==> config.mk <==
export PLATFORM = sky130hd
export DESIGN_NAME = sopc_data_bus
export DESIGN_NICKNAME = d
export VERILOG_FILES = /design/src/rtl/sopc_bus_pkg.sv /design/src/rtl/sopc_bus_decoder.sv /design/src/rtl/sopc_data_bus.sv
export SDC_FILE = /design/constraint.sdc
export NUM_CORES = 1
export LEC_CHECK = 0
export BUFFER_PORTS_ARGS = -buffer_cell sky130_fd_sc_hd__buf_2
export CORE_AREA = 2 2 122 124
export CTS_CLUSTER_DIAMETER = 30
export DETAILED_ROUTE_END_ITERATION = 10
export DIE_AREA = 0 0 124 126
export PLACE_DENSITY = 0.73
export SLEW_MARGIN = 0
export SYNTH_ARGS = -nofsm -noshare
export SYNTH_HDL_FRONTEND = slang
export SYNTH_SLANG_ARGS = --single-unit
==> constraint.sdc <==
create_clock -name clk -period 1.35 [get_ports clk]
set_input_delay 0.135 -clock clk [delete_from_list [all_inputs] [get_ports clk]]
set_output_delay 0.135 -clock clk [all_outputs]
set_load 0.005 [all_outputs]
==> src/rtl/sopc_bus_pkg.sv <==
// Shared constants for the SOPC data-side bus: FSM encodings, parameter defaults
// and helper widths. Optional feature macro used by the bus: BUS_TIMEOUT_EN.
package sopc_bus_pkg;

  localparam logic [1:0] ST_IDLE = 2'd0;
  localparam logic [1:0] ST_BUSY = 2'd1;
  localparam logic [1:0] ST_RESP = 2'd2;
  localparam logic [1:0] ST_ERR  = 2'd3;

  localparam int DEF_NUM_SLAVES  = 4;
  localparam int DEF_ADDR_W      = 32;
  localparam int DEF_DATA_W      = 32;
  localparam int DEF_DEC_BITS    = 4;
  localparam int DEF_TIMEOUT_CYC = 255;

  // Width of the decoded slave index for the default build.
  localparam int IDX_W = DEF_DEC_BITS;

  function automatic int cnt_width(input int cycles);
    return $clog2(cycles + 1);
  endfunction

endpackage

==> src/rtl/sopc_bus_decoder.sv <==
// Combinational slave decoder: upper address bits -> slave index, one-hot select
// and a valid flag for indices that map to an existing slave.
module sopc_bus_decoder
  import sopc_bus_pkg::*;
#(
  parameter int NUM_SLAVES = DEF_NUM_SLAVES,
  parameter int DEC_BITS   = DEF_DEC_BITS
) (
  input  logic [DEC_BITS-1:0]   addr_hi,
  output logic [DEC_BITS-1:0]   idx,
  output logic [NUM_SLAVES-1:0] sel,
  output logic                  valid
);

  assign idx   = addr_hi;
  assign valid = (int'(addr_hi) < NUM_SLAVES);

  always_comb begin
    // NOTE: every always_comb output gets a default first so no latch is inferred.
    sel = '0;
    for (int k = 0; k < NUM_SLAVES; k++) begin
      if (int'(addr_hi) == k) sel[k] = 1'b1;
    end
  end

endmodule

==> src/rtl/sopc_data_bus.sv <==
// Data-side bus between the OpenMIPS data port and NUM_SLAVES memory-mapped slaves.
// Define BUS_TIMEOUT_EN to abort transactions whose slave never acknowledges.
module sopc_data_bus
  import sopc_bus_pkg::*;
#(
  parameter int NUM_SLAVES  = DEF_NUM_SLAVES,
  parameter int ADDR_W      = DEF_ADDR_W,
  parameter int DATA_W      = DEF_DATA_W,
  parameter int DEC_BITS    = DEF_DEC_BITS,
  parameter int TIMEOUT_CYC = DEF_TIMEOUT_CYC
) (
  input  logic                         clk,
  input  logic                         rst,
  input  logic                         m_ce_i,
  input  logic                         m_we_i,
  input  logic [ADDR_W-1:0]            m_addr_i,
  input  logic [DATA_W/8-1:0]          m_sel_i,
  input  logic [DATA_W-1:0]            m_data_i,
  output logic [DATA_W-1:0]            m_data_o,
  output logic                         m_stall_o,
  output logic                         m_err_o,
  output logic [NUM_SLAVES-1:0]        s_ce_o,
  output logic                         s_we_o,
  output logic [ADDR_W-1:0]            s_addr_o,
  output logic [DATA_W/8-1:0]          s_sel_o,
  output logic [DATA_W-1:0]            s_data_o,
  input  logic [NUM_SLAVES*DATA_W-1:0] s_data_i,
  input  logic [NUM_SLAVES-1:0]        s_ack_i
);

  logic [1:0]            state_q, state_d;
  logic [DEC_BITS-1:0]   dec_idx, idx_q;
  logic [NUM_SLAVES-1:0] dec_sel, sel_q;
  logic                  dec_valid;
  logic                  we_q;
  logic [ADDR_W-1:0]     addr_q;
  logic [DATA_W/8-1:0]   bsel_q;
  logic [DATA_W-1:0]     wdata_q, rdata_q, rdata_mux;
  logic                  ack_hit;
  logic                  capture;

  sopc_bus_decoder #(
    .NUM_SLAVES (NUM_SLAVES),
    .DEC_BITS   (DEC_BITS)
  ) u_decoder (
    .addr_hi (m_addr_i[ADDR_W-1 -: DEC_BITS]),
    .idx     (dec_idx),
    .sel     (dec_sel),
    .valid   (dec_valid)
  );

  // Only the selected slave's ack counts; stray acks from others are masked.
  assign ack_hit   = |(s_ack_i & sel_q);
  assign rdata_mux = s_data_i[int'(idx_q)*DATA_W +: DATA_W];
  assign capture   = (state_q == ST_IDLE) && m_ce_i;

`ifdef BUS_TIMEOUT_EN
  localparam int CNT_W = cnt_width(TIMEOUT_CYC);
  logic [CNT_W-1:0] tmo_cnt_q;
  logic             tmo_hit;

  assign tmo_hit = (tmo_cnt_q == CNT_W'(TIMEOUT_CYC - 1));

  always_ff @(posedge clk) begin
    if (rst || state_q != ST_BUSY) tmo_cnt_q <= '0;
    else                           tmo_cnt_q <= tmo_cnt_q + 1'b1;
  end
`endif

  always_comb begin
    state_d = state_q;
    case (state_q)
      ST_IDLE: if (m_ce_i) state_d = dec_valid ? ST_BUSY : ST_ERR;
      ST_BUSY: begin
        if (ack_hit) state_d = ST_RESP;
`ifdef BUS_TIMEOUT_EN
        else if (tmo_hit) state_d = ST_ERR;
`endif
      end
      default: state_d = ST_IDLE;
    endcase
  end

  // NOTE: sequential state uses non-blocking assignments so every register samples pre-edge values.
  always_ff @(posedge clk) begin
    if (rst) begin
      state_q <= ST_IDLE;
      idx_q   <= '0;
      sel_q   <= '0;
      we_q    <= 1'b0;
      addr_q  <= '0;
      bsel_q  <= '0;
      wdata_q <= '0;
      rdata_q <= '0;
    end else begin
      state_q <= state_d;
      if (capture) begin
        idx_q   <= dec_idx;
        sel_q   <= dec_sel;
        we_q    <= m_we_i;
        addr_q  <= m_addr_i;
        bsel_q  <= m_sel_i;
        wdata_q <= m_data_i;
      end
      if (state_q == ST_BUSY && ack_hit) rdata_q <= we_q ? '0 : rdata_mux;
    end
  end

  // Stall is held low while reset is applied so the CPU sees a quiet bus.
  assign m_stall_o = !rst && (capture || state_q == ST_BUSY);
  assign m_err_o   = (state_q == ST_ERR);
  assign m_data_o  = (state_q == ST_RESP) ? rdata_q : '0;
  assign s_ce_o    = (state_q == ST_BUSY) ? sel_q : '0;
  assign s_we_o    = we_q;
  assign s_addr_o  = addr_q;
  assign s_sel_o   = bsel_q;
  assign s_data_o  = wdata_q;

endmodule

# Yosys cells after proc, flatten, opt, wreduce, memory -nomap -nowiden
# Cells that the tools add are included.
[totals]
reg_bits = 111
latch_bits = 0
ram_bits = 0
rom_bits = 0
inputBits = 204
output_inout_bits = 107
elab_cells = 39
memories = 0
[classes]
addsub = 0
mul = 0
div_mod_pow = 0
n_lt_le_gt_ge = 1
n_eq_ne = 8
shift = 1
mux = 11
n_bitwise = 1
n_reduce_logical = 9
[op_table]
columns = ["cell", "n"]
rows = [
  ["indexed part select 128 x 10 -> 32 bit", 1],
  ["two-way mux 32 bit", 2],
  ["== test 4 x 3 -> 1 bit, second input constant", 2],
  ["two-way mux 2 bit", 3],
  ["bitwise AND 4 bit", 1],
  ["== test 2 bit, second input constant", 2],
  ["== test 4 x 2 -> 1 bit, second input constant", 1],
  ["zero test 4 bit", 1],
  ["less-than comparator 4 x 3 -> 1 bit, second input constant", 1],
  ["two-way mux 1 bit", 4],
  ["two-way mux 4 bit", 1],
  ["inequality test 2 bit, second input constant", 2],
  ["one-hot mux 2 bit (2 select lines)", 1],
  ["OR reduction 4 bit", 1],
  ["logical AND 1 bit", 3],
  ["== test 2 x 1 -> 1 bit, second input constant", 1],
  ["zero test 2 bit", 1],
  ["AND reduction 2 bit", 1],
  ["zero test 1 bit", 1],
  ["logical OR 1 bit", 1],
]

# Depth between registers and ports, before layout
[depth]
depth_word = 4
ltp_mapped = 5
mapped_depth_nobuf = 4

# By module
# A second synthesis with hierarchy kept.
[unflattened]
hier_cells = 547
hier_area_um2 = 4918.5
[by_module_without_submodules]
columns = ["module", "n_inst", "cells_each", "area_per_inst_um2", "seq_area_each_um2"]
rows = [
  ["sopc_data_bus", 1, 538, 4848.4, 2222.1],
  ["sopc_bus_decoder", 1, 9, 70.1, 0.0],
]

# Worst setup path before layout
# Ideal clock, no wire load.
[synth_path]
path_type = "register to register"
from = "register idx_q[0]"
to = "register rdata_q[10]"
setup_time_ps = 128
arrival_ps = 1329
required_ps = 1222
slack_ps = -107
stages_incl_launch_ff = 6
n_path_buf = 2
period_less_slack_ps = 1457
cell_sequence = "dfxtp_1 > buf_6 > buf_6 > mux4_2 > a22oi_1 > nor2_1"
[synth_between]
elab_chain_len = 2
[synth_rtl]
columns = ["item", "line_no", "source"]
rows = [
  ["start: declaration", "sopc_data_bus.sv:32", "logic [DEC_BITS-1:0] dec_idx, idx_q;"],
  ["start signal: assignment", "sopc_data_bus.sv:98", "idx_q <= dec_idx;"],
  ["indexed part select 128 x 10 -> 32 bit", "sopc_data_bus.sv:54", "assign rdata_mux = s_data_i[int'(idx_q)*DATA_W +: DATA_W];"],
  ["two-way mux 32 bit", "sopc_data_bus.sv:105", "if (state_q == ST_BUSY && ack_hit) rdata_q <= we_q ? '0 : rdata_mux;"],
  ["end signal: assignment", "sopc_data_bus.sv:105", ""],
  ["end: declaration", "sopc_data_bus.sv:38", "logic [DATA_W-1:0] wdata_q, rdata_q, rdata_mux;"],
]
# Every way passes these cells.
# A chain may end at the register's enable or synchronous reset.

# Final worst setup path
[layout_path]
from = "register state_q[1]"
to = "output m_data_o[16]"
[layout_between]
elab_chain_len = 2
[layout_rtl]
columns = ["item", "line_no", "source"]
rows = [
  ["start: declaration", "sopc_data_bus.sv:31", "logic [1:0] state_q, state_d;"],
  ["start signal: assignment", "sopc_data_bus.sv:96", "state_q <= state_d;"],
  ["== test 2 bit", "sopc_data_bus.sv:112", "assign m_data_o = (state_q == ST_RESP) ? rdata_q : '0;"],
  ["two-way mux 32 bit", "sopc_data_bus.sv:112", ""],
  ["end: declaration", "sopc_data_bus.sv:19", "output logic [DATA_W-1:0] m_data_o,"],
]
# Every way passes these cells.

==> reports/summary.txt <==
Setup slack after layout: -0.264 ns
Post-route ant nets: 0
RSZ-0062 raised after global routing: true
Die Footprint: 0.0156 mm^2
Clk_lat worst skew: 0.35 ns
Initial core utilization: 0.331
Min cycle time layout: 1.61 ns
Skew final: 0.00491 ns
Largest net degree at the start of global routing: 47
Htree depth: 3
Ant. Diodes: 0
Sequential area share after synthesis: 0.453
Final setup vio count: 140
Final cell count without fillers: 1039
Critical Path AT: 1.48 ns
Global route overflow: 0
DRC errors left: 0
Failing checks: negative setup slack
CP Max Fanout: 8
Per-cell routed wire length: 18.7 um
Initial DRC count: 235
Post-Syn Area: 0.00473 mm^2
Average size of a mapped cell: 9.10 um^2
Buffers on Ports: 310
Worst vdd ir: 0.954 mV
Vias in the first global route: 5209
Max-slew headroom: 0.738
Total Wirelength: 19400 um
Num CTS Buffers: 9
Placed Instances: 986
Total power: 8.34 mW
Max-cap viol count: 0
Placer congestion estimate: 0.804
Hold violation count in the final report: 0
Row count: 44
Clock slew at reported path FFs: 0.07 ns
Pwr per Cell Area: 1010 mW/mm^2
Core area: 0.0143 mm^2
Cells along the critical path: buf_6 -> nor2b_4 -> buf_6 -> buf_12 -> and2_4 -> buf_6
Critical Path RT: 1.22 ns
FF-to-FF End: rdata_q[6]
Most frequent CP cell: buf_6
Final Net Count: 1054
Clock Sink Count: 107
Outcome: finished with violations
TritonCTS clock tree: done
Drt via density: 5.10
Root Driver: clkbuf_16
Final period util: 1.20
Initial antenna violation count: 0
Synthesis-stage register bit count: 107
HP Start: m_data_i[12]
Number of distinct library cells after synthesis: 26
Hpwl dp: 11900 um
Worst reg2reg path startpoint: idx_q[0]
Worst Setup End Kind: output pin
Worst slew pin tran: 0.393 ns
DIE WIDTH: 124 um
Hold Path Class: in2reg
GR Util All Layers: 0.234
Hold Path End: s_data_o[12]
# IOs: 311
Hold_buf cts: 0
Area Growth Syn to Fin: 75.1%
Final slew viol count: 0
Startpoint types: register
First drt pass iteration count: 4
Critical path's slowest cell: dfxtp_2
Die Y: 126 um
R2R depth: 5
Fmax: 0.620 GHz
Hold Crit Depth: 3
Leak: 3.69 nW
Vias: 5304
Post-synthesis net count: 724
Global-route wire length before repair: 27600 um
Ys Warns: 0
Reg2Reg Setup Slack: -0.23 ns
Cells after synthesis: 520
Longest Clk Path Bufs: 2
Critical path's largest stage delay: 0.34 ns
Layout cell share with drive strength beyond 1: 0.628
Setup Crit Path Kind: reg2out
==> layer usage <==
layer / vias to the layer above / share of wire / track usage
met5: - / 0 / 0
met3: 44 / 0.075 / 0.0557
li1: 2459 / - / -
met1: 2555 / 0.38 / 0.279
met2: 246 / 0.52 / 0.408
met4: 0 / 0.028 / 0.0793
==> cells by family (layout without fill, tap and decap cells) <==
group                  count (synthesis)  count (layout)  synth area share
DFF                                  107             107             0.453
muxes                                 32              32             0.155
and+or+nand+nor                      224             224             0.206
AOI/OAI and AO/OA                    111             111             0.139
buffers and inverters                 46             381            0.0481
==> cell usage in the layout, fill, tap and decap left out, types with 4 or more instances in the layout <==
cell and instances:
a21oi_2 25, buf_6 50, nor2_1 34, nand2_4 6, nand2_2 14, buf_16 14
a22oi_2 32, buf_8 4, clkbuf_16 10, nand2_1 121, and2_4 35, buf_2 274
buf_4 7, a21oi_1 48, dfxtp_1 104, buf_12 13, mux4_2 32
==> flip-flops by register name, summed over array words and instances (netlist names) <==
signal / count
idx_q: 4
state_q: 2
s_addr_o: 28
rdata_q: 32
s_we_o: 1
s_sel_o: 4
s_data_o: 32
sel_q: 4
==> timing repair <==
item	CTS	global route
setup endpoints to repair	114	144
setup buffers	17	7
gates cloned	20	1
pin swaps	55	45
gates resized for setup	133	87
==> layout make-up <==
type | instances | area [um^2]
sequential | 107 | 2150
timing repair buffer | 364 | 2750
multi-input combinational | 367 | 2830
clock inverter | 6 | 87.6
clock buffer | 10 | 229
tap | 184 | 230
inverter | 1 | 3.75
fill | 1240 | 6030
==> cell usage after synthesis (all sizes together) <==
cell | number | area [um^2]
nor2 | 35 | 131
nand2b | 1 | 6.26
inv | 1 | 3.75
o311a | 1 | 10.0
or4 | 1 | 7.51
mux4 | 32 | 732
nor3 | 2 | 10.0
clkbuf | 21 | 78.8
nor3b | 1 | 7.51
nand2 | 141 | 529
or3b | 1 | 8.76
nor4 | 1 | 12.5
a22oi | 33 | 248
and2 | 37 | 231
a21oi | 73 | 365
o21ai | 1 | 5.00
nand4 | 1 | 6.26
o211a | 1 | 10.0
nand4b | 1 | 8.76
nor2b | 1 | 6.26
and2b | 1 | 7.51
a22o | 2 | 17.5
buf | 24 | 145
dfxtp | 107 | 2140
==> where the power goes <==
group / internal, mW / switching (mW)
Sequential: 3.32 / 0.0921
Combinational: 1.14 / 0.937
Clock: 1.64 / 1.21
Total: 6.10 / 2.24
==> how the worst max path moves through the flow <==
stage               start            to  slack [ns]  depth (start not counted)
6_report       state_q[1]  m_data_o[16]       -0.26                          6
5_1_grt        state_q[1]  m_data_o[16]       -0.31                          6
4_1_cts        state_q[1]  m_data_o[31]       -0.27                          6
3_5_place_dp     idx_q[0]    rdata_q[4]       -0.18                          4
3_3_place_gp     idx_q[0]    rdata_q[2]       -0.12                          4
2_1_floorplan    idx_q[0]   rdata_q[22]       -0.06                          5
==> critical path, delay by kind of cell, from the launching register on <==
kind	cells	cell delay, ns
buffers and inverters	4	0.46
flip-flops	1	0.34
AND/OR/NAND/NOR	2	0.32
==> per-stage QoR <==
step | hold slack [ns] | setup TNS (ns) | util | cell area, um^2 | setup WS (ns)
floorplan | 0.263 | -1.42 | - | 4750 | -0.0591
global placement | 0.375 | -2.43 | 0.457 | 6540 | -0.125
detailed placement | 0.380 | -3.67 | 0.457 | 6540 | -0.179
CTS | 0.000645 | -23.15 | 0.561 | 8030 | -0.272
global route | 0.00352 | -26.82 | 0.579 | 8280 | -0.307
finish | 0.0173 | -20.13 | 0.579 | 8280 | -0.264
Power figures use the tool's default switching activity.
